`src/rtl/tlul_mem_responder.sv`:
```
// TL-UL device adapter for a single-cycle SRAM: decodes A beats, strobes the
// memory, and returns D responses in acceptance order through a small FIFO.
package tlul_pkg;

  localparam logic [2:0] PutFullData    = 3'h0;
  localparam logic [2:0] PutPartialData = 3'h1;
  localparam logic [2:0] Get            = 3'h4;
  localparam logic [2:0] AccessAck      = 3'h0;
  localparam logic [2:0] AccessAckData  = 3'h1;

  typedef struct packed {
    logic [3:0] instr_type;
    logic [6:0] cmd_intg;
    logic [6:0] data_intg;
  } tl_a_user_t;

  typedef struct packed {
    logic [6:0] rsp_intg;
    logic [6:0] data_intg;
  } tl_d_user_t;

  typedef struct packed {
    logic        a_valid;
    logic [2:0]  a_opcode;
    logic [2:0]  a_param;
    logic [1:0]  a_size;
    logic [7:0]  a_source;
    logic [31:0] a_address;
    logic [3:0]  a_mask;
    logic [31:0] a_data;
    tl_a_user_t  a_user;
    logic        d_ready;
  } tl_h2d_t;

  typedef struct packed {
    logic        d_valid;
    logic [2:0]  d_opcode;
    logic [2:0]  d_param;
    logic [1:0]  d_size;
    logic [7:0]  d_source;
    logic        d_sink;
    logic [31:0] d_data;
    tl_d_user_t  d_user;
    logic        d_error;
    logic        a_ready;
  } tl_d2h_t;

endpackage

// Handshakes: a beat moves on A when a_valid && a_ready and on D when
// d_valid && d_ready; a_ready depends only on registered occupancy.
module tlul_mem_responder
  import tlul_pkg::*;
#(
  parameter int unsigned MemAw     = 14,
  parameter logic [31:0] BASE_ADDR = 32'h0000_0000,
  parameter bit          READ_ONLY = 1'b0,
  parameter int unsigned RspDepth  = 2
) (
  input  logic             clk_i,
  input  logic             rst_ni,
  input  tl_h2d_t          tl_i,
  output tl_d2h_t          tl_o,
  output logic             mem_req_o,
  output logic             mem_we_o,
  output logic [MemAw-1:0] mem_addr_o,
  output logic [31:0]      mem_wdata_o,
  output logic [3:0]       mem_wmask_o,
  input  logic [31:0]      mem_rdata_i
);

  localparam int unsigned PtrW = $clog2(RspDepth);
  localparam int unsigned CntW = $clog2(RspDepth + 1);
  localparam logic [CntW-1:0] DepthC = CntW'(RspDepth);

  typedef struct packed {
    logic [2:0] opcode;
    logic [1:0] size;
    logic [7:0] source;
    logic       error;
    logic       is_read;
  } pend_t;

  typedef struct packed {
    logic [2:0]  opcode;
    logic [1:0]  size;
    logic [7:0]  source;
    logic        error;
    logic [31:0] data;
  } rsp_t;

  pend_t           pend_q;
  logic            pend_valid_q;
  rsp_t            fifo_q [RspDepth];
  logic [PtrW-1:0] wr_ptr_q, rd_ptr_q;
  logic [CntW-1:0] count_q;

  logic [31:0]     offset;
  logic            op_get, op_put, op_ok, size_ok, align_ok, range_ok, is_err;
  logic [CntW-1:0] occupancy;
  logic            a_ready, accept, d_valid, push, pop;
  rsp_t            push_entry, head;

  function automatic logic [PtrW-1:0] ptr_inc(input logic [PtrW-1:0] p);
    return (p == PtrW'(RspDepth - 1)) ? '0 : p + PtrW'(1);
  endfunction

  // Request decode; the upper-bound test is "no offset bits above the window".
  assign offset   = tl_i.a_address - BASE_ADDR;
  assign op_get   = (tl_i.a_opcode == Get);
  assign op_put   = (tl_i.a_opcode == PutFullData) || (tl_i.a_opcode == PutPartialData);
  assign op_ok    = op_get || op_put;
  assign size_ok  = (tl_i.a_size != 2'd3);
  assign range_ok = (tl_i.a_address >= BASE_ADDR) && ((offset >> (MemAw + 2)) == '0);
  assign is_err   = !op_ok || !size_ok || !align_ok || !range_ok || (READ_ONLY && op_put);

  always_comb begin
    align_ok = 1'b0;
    case (tl_i.a_size)
      2'd0:    align_ok = 1'b1;
      2'd1:    align_ok = ~tl_i.a_address[0];
      2'd2:    align_ok = (tl_i.a_address[1:0] == 2'b00);
      default: align_ok = 1'b0;
    endcase
  end

  assign occupancy = count_q + CntW'(pend_valid_q);
  assign a_ready   = rst_ni && (occupancy < DepthC);
  assign accept    = tl_i.a_valid && a_ready;
  assign d_valid   = rst_ni && (count_q != '0);
  assign push      = pend_valid_q;
  assign pop       = d_valid && tl_i.d_ready;

  assign mem_req_o   = accept && !is_err;
  assign mem_we_o    = op_put;
  assign mem_addr_o  = offset[MemAw+1:2];
  assign mem_wdata_o = tl_i.a_data;
  assign mem_wmask_o = tl_i.a_mask;

  // Read data arrives the cycle after the strobe, which is when pend drains.
  assign push_entry = '{
    opcode: pend_q.opcode,
    size:   pend_q.size,
    source: pend_q.source,
    error:  pend_q.error,
    data:   (pend_q.is_read && !pend_q.error) ? mem_rdata_i : 32'h0
  };
  assign head = fifo_q[rd_ptr_q];

  always_ff @(posedge clk_i) begin
    if (!rst_ni) begin
      pend_valid_q <= 1'b0;
      pend_q       <= '0;
      wr_ptr_q     <= '0;
      rd_ptr_q     <= '0;
      count_q      <= '0;
    end else begin
      pend_valid_q <= accept;
      if (accept) begin
        pend_q <= '{
          opcode:  op_get ? AccessAckData : AccessAck,
          size:    tl_i.a_size,
          source:  tl_i.a_source,
          error:   is_err,
          is_read: op_get
        };
      end
      if (push) wr_ptr_q <= ptr_inc(wr_ptr_q);
      if (pop)  rd_ptr_q <= ptr_inc(rd_ptr_q);
      count_q <= count_q + CntW'(push) - CntW'(pop);
    end
  end

  always_ff @(posedge clk_i) begin
    if (push) fifo_q[wr_ptr_q] <= push_entry;
  end

  always_comb begin
    tl_o          = '0;
    tl_o.a_ready  = a_ready;
    tl_o.d_valid  = d_valid;
    tl_o.d_opcode = head.opcode;
    tl_o.d_size   = head.size;
    tl_o.d_source = head.source;
    tl_o.d_data   = head.data;
    tl_o.d_error  = head.error;
  end

  // Integrity and param fields are carried but deliberately not inspected.
  logic unused_a;
  assign unused_a = ^{tl_i.a_param, tl_i.a_user};

endmodule

```
`config.mk`:
```
export PLATFORM = sky130hd
export DESIGN_NAME = tlul_mem_responder
export DESIGN_NICKNAME = d
export VERILOG_FILES = /design/src/rtl/tlul_mem_responder.sv
export SDC_FILE = /design/constraint.sdc
export NUM_CORES = 1
export LEC_CHECK = 0
export BUFFER_PORTS_ARGS = -buffer_cell sky130_fd_sc_hd__buf_2
export CAP_MARGIN = 0
export CORE_ASPECT_RATIO = 0.5
export CORE_UTILIZATION = 48
export CTS_CLUSTER_SIZE = 12
export DETAILED_ROUTE_END_ITERATION = 8
export HOLD_SLACK_MARGIN = 0.03
export PLACE_DENSITY = 0.88
export SLEW_MARGIN = 40
export SYNTH_ARGS = -nofsm -noshare
export SYNTH_HDL_FRONTEND = slang
export SYNTH_SLANG_ARGS = --single-unit
export TNS_END_PERCENT = 30
```
`constraint.sdc`:
```
create_clock -name clk_i -period 7.3 [get_ports clk_i]
set_input_delay 1.825 -clock clk_i [delete_from_list [all_inputs] [get_ports clk_i]]
set_output_delay 1.825 -clock clk_i [all_outputs]
set_load 0.005 [all_outputs]
```
==> flow_metrics.py <==
metrics = {
    "outcome": {
        "status": "finished, final reports clean",
    },
    "grt": {
        "grt_usage_pct": 16.6,
        "busiest_layer": "met2",
        "grt_first_pass_wirelength_um": 12600,
        "grtUsageMet2_pct": 32.1,
        "gr-usage-met1_pct": 16.1,
        "grt_pass1_vias": 2390,
        "grt_max_degree": 45,
        "global_route.usage.met3_pct": 7.19,
        "overflow": 0,
        "antenna_found_initial": 0,
    },
    "worst_setup_path": {
        "setup.worst_path.class": "input pin to output pin",
        "path_common_cell": "buf_2",
        "cp-start-kind": "input pin",
        "worstSetupEndpointType": "output pin",
        "cp_num_buf_inv": 2,
        "critical_path.max_fanout": 20,
        "crit_chain": "buf_2, nand3_2, nor3_4, buf_2",
        "critical_path.top_delay_family": "simple AND/OR/NAND/NOR gates",
        "arrival_ps": 2900,
        "max_stage_delay_ps": 360,
        "cpMaxStageDelayCell": "nand3_2",
        "crit_required_ps": 5480,
    },
    "timing": {
        "fmax_mhz": 211,
        "fin_setup_tns_ps": 0,
        "drv_slew": 0,
        "fin_crit_sh_pct": 64.8,
        "hold_viol_final": 0,
        "setup_violations": 0,
        "worstMarginPinSlew_ps": 609,
        "finalCriticalPeriod_ps": 4730,
        "skew_ps": 13.2,
        "rsz0062_at_grt": "false",
        "slew_headroom_pct": 59.4,
    },
    "placed_design": {
        "io_buffers": 114,
        "gp_congestion": 0.762,
        "post-place-cells": 520,
        "dp_hpwl_um": 6220,
    },
    "die": {
        "die_width_um": 142,
        "start_util_pct": 49.6,
        "dieArea_um2": 10200,
        "die_height_um": 72.0,
        "top_level_ports": 256,
        "fp.coreArea_um2": 9480,
        "num_rows": 25,
    },
    "cts": {
        "clock-root-buffer": "clkbuf_16",
        "cts_buffers": 9,
        "h-tree-depth": 3,
        "cts_hold_buf": 0,
        "clock_path_buffers": 2,
        "cts_tree": "done",
        "cts_resized": 0,
        "clock_latency_ps": 340,
        "cts.clk_slew.worst_paths_ps": 70,
        "post_cts_buffers": 0,
        "cts_sinks": 106,
    },
    "logic_synthesis": {
        "yosys-top-cells-area": "edfxtp_1, buf_4, mux2_2, dfxtp_1, and2_1",
        "synth_cells": 335,
        "synth_warnings": 0,
        "ys_seq_elements": 106,
        "synth_edf_count": 88,
        "yosysSeqAreaShare_pct": 63.9,
        "synth_cell_types": 29,
        "async_flop_share_pct": 0,
        "synth.top_cell.area_share_pct": 56.2,
        "synth_top_area_cell": "edfxtp_1",
        "syn_area_per_cell_um2": 14.0,
        "ys.flop_type": "edfxtp_1",
        "syn-cell-area_um2": 4700,
    },
    "pwr": {
        "leakagePower_uw": 0.00205,
        "p_per_area_nw_per_um2": 251,
        "ir_worst_vdd_mv": 0.107,
    },
    "min_path": {
        "hp-class": "flop to flop",
    },
    "route": {
        "via_per_inst": 4.70,
        "drt_iter0_drc": 136,
        "via_count": 2517,
        "drtAntennaViolNets": 0,
        "drc_errors": 0,
        "firstDrtPassIters": 5,
        "totalWireLength_um": 8750,
        "post_drt_wl_per_cell_um": 16.3,
    },
    "finish": {
        "nFillCells": 775,
        "final_cells": 536,
        "nets": 536,
        "area_growth_pct": 10.8,
        "drive_above_1_share_pct": 45.6,
        "diodes": 0,
    },
    "run": {
        "cap_violations": 0,
    },
}
==> path summary, 6_finish.rpt <==
| kind | startpoint | to | slack (ps) | depth (start not counted) |
|---|---|---|---|---|
| worst min register to register | pend_q[10]$_SDFFE_PN0P_ | fifo_q[0][41]$_DFFE_PP_ | 450 | 0 |
| worst max register to register | pend_valid_q$_SDFF_PN0_ | pend_q[1]$_SDFFE_PN0P_ | 5560 | 6 |
| worst max-delay path | rst_ni | mem_req_o | 2570 | 4 |
| worst min-delay path | pend_q[10]$_SDFFE_PN0P_ | fifo_q[0][41]$_DFFE_PP_ | 450 | 0 |
==> registers in the layout, indices dropped and copies added (netlist names), named ones only <==
| register | cells |
|---|---|
| fifo_q | 88 |
| count_q | 2 |
| rd_ptr_q | 1 |
| wr_ptr_q | 1 |
| pend_q | 12 |
| pend_valid_q | 1 |
==> cell usage after synthesis (3+ instances only) <==
cell type   n
nand2_1    22
nand3_1    13
buf_4      72
buf_2       7
dfxtp_1    18
mux2_2     44
and2_1     35
nor4_1      3
clkbuf_1    3
edfxtp_1   88
nor2b_1     6
==> per-layer routing <==
layer	vias up	share of wire (%)
met5	-	0
met4	0	1.2
met3	11	9.1
met2	86	56
met1	1214	34
li1	1206	-
==> cells by family after synthesis <==
family / after synthesis / share of synthesized area [%]
flops: 106 / 63.9
simple gates: 86 / 10.1
buf+inv: 86 / 13.1
mux: 44 / 10.5
compound gates: 7 / 1.01
xor+xnor: 3 / 0.719
fa+ha+maj: 2 / 0.532
other cells: 1 / 0.0798
==> report_power, final <==
group	total (uW)	switching (uW)	internal (uW)
Sequential	723	25.1	698
Clock	440	205	235
Combinational	146	67.3	78.8
==> placed cells by master, fill, tap and decap left out, drive strengths merged <==
cell    synthesis  routed
nor2            2       2
nand3          14      14
buf            81     115
inv             1       5
nand2          22      22
nor2b           6       6
ha              2       2
xnor2           3       3
clkbuf          3      10
a21oi           1       1
and2           36      36
o21a            2       2
mux2           44      44
nor4            3       3
conb            1      20
o211ai          1       1
dfxtp          18      18
o21ai           1       1
edfxtp         88      88
a21boi          1       1
clkinv          1       3
nor3            3       3
a211oi          1       1
==> layout make-up <==
type	count	area (um2)	share of cell area (%)
multi-input combinational	162	1170	22.4
clock buffer	10	229	4.40
inverter	2	8.76	0.168
sequential	106	3010	57.8
clock inverter	6	46.3	0.889
timing repair buffer	115	578	11.1
tap	135	169	3.24
==> stage by stage <==
stage / hold slack, ps / utilization (%) / setup slack, ps / total power [uW] / cell area [um2]
final: 455 / 54.9 / 2570 / 1310 / 5210
after detailed placement: 437 / 52.0 / 2560 / 884 / 4930
after global routing: 474 / 54.9 / 2460 / 1360 / 5210
after floorplan: 425 / - / 3040 / 849 / 4770
after global placement: 431 / 51.9 / 2570 / 877 / 4920
after CTS: 455 / 54.9 / 2560 / 1320 / 5210
No activity file was read; power rests on OpenSTA's default activity.
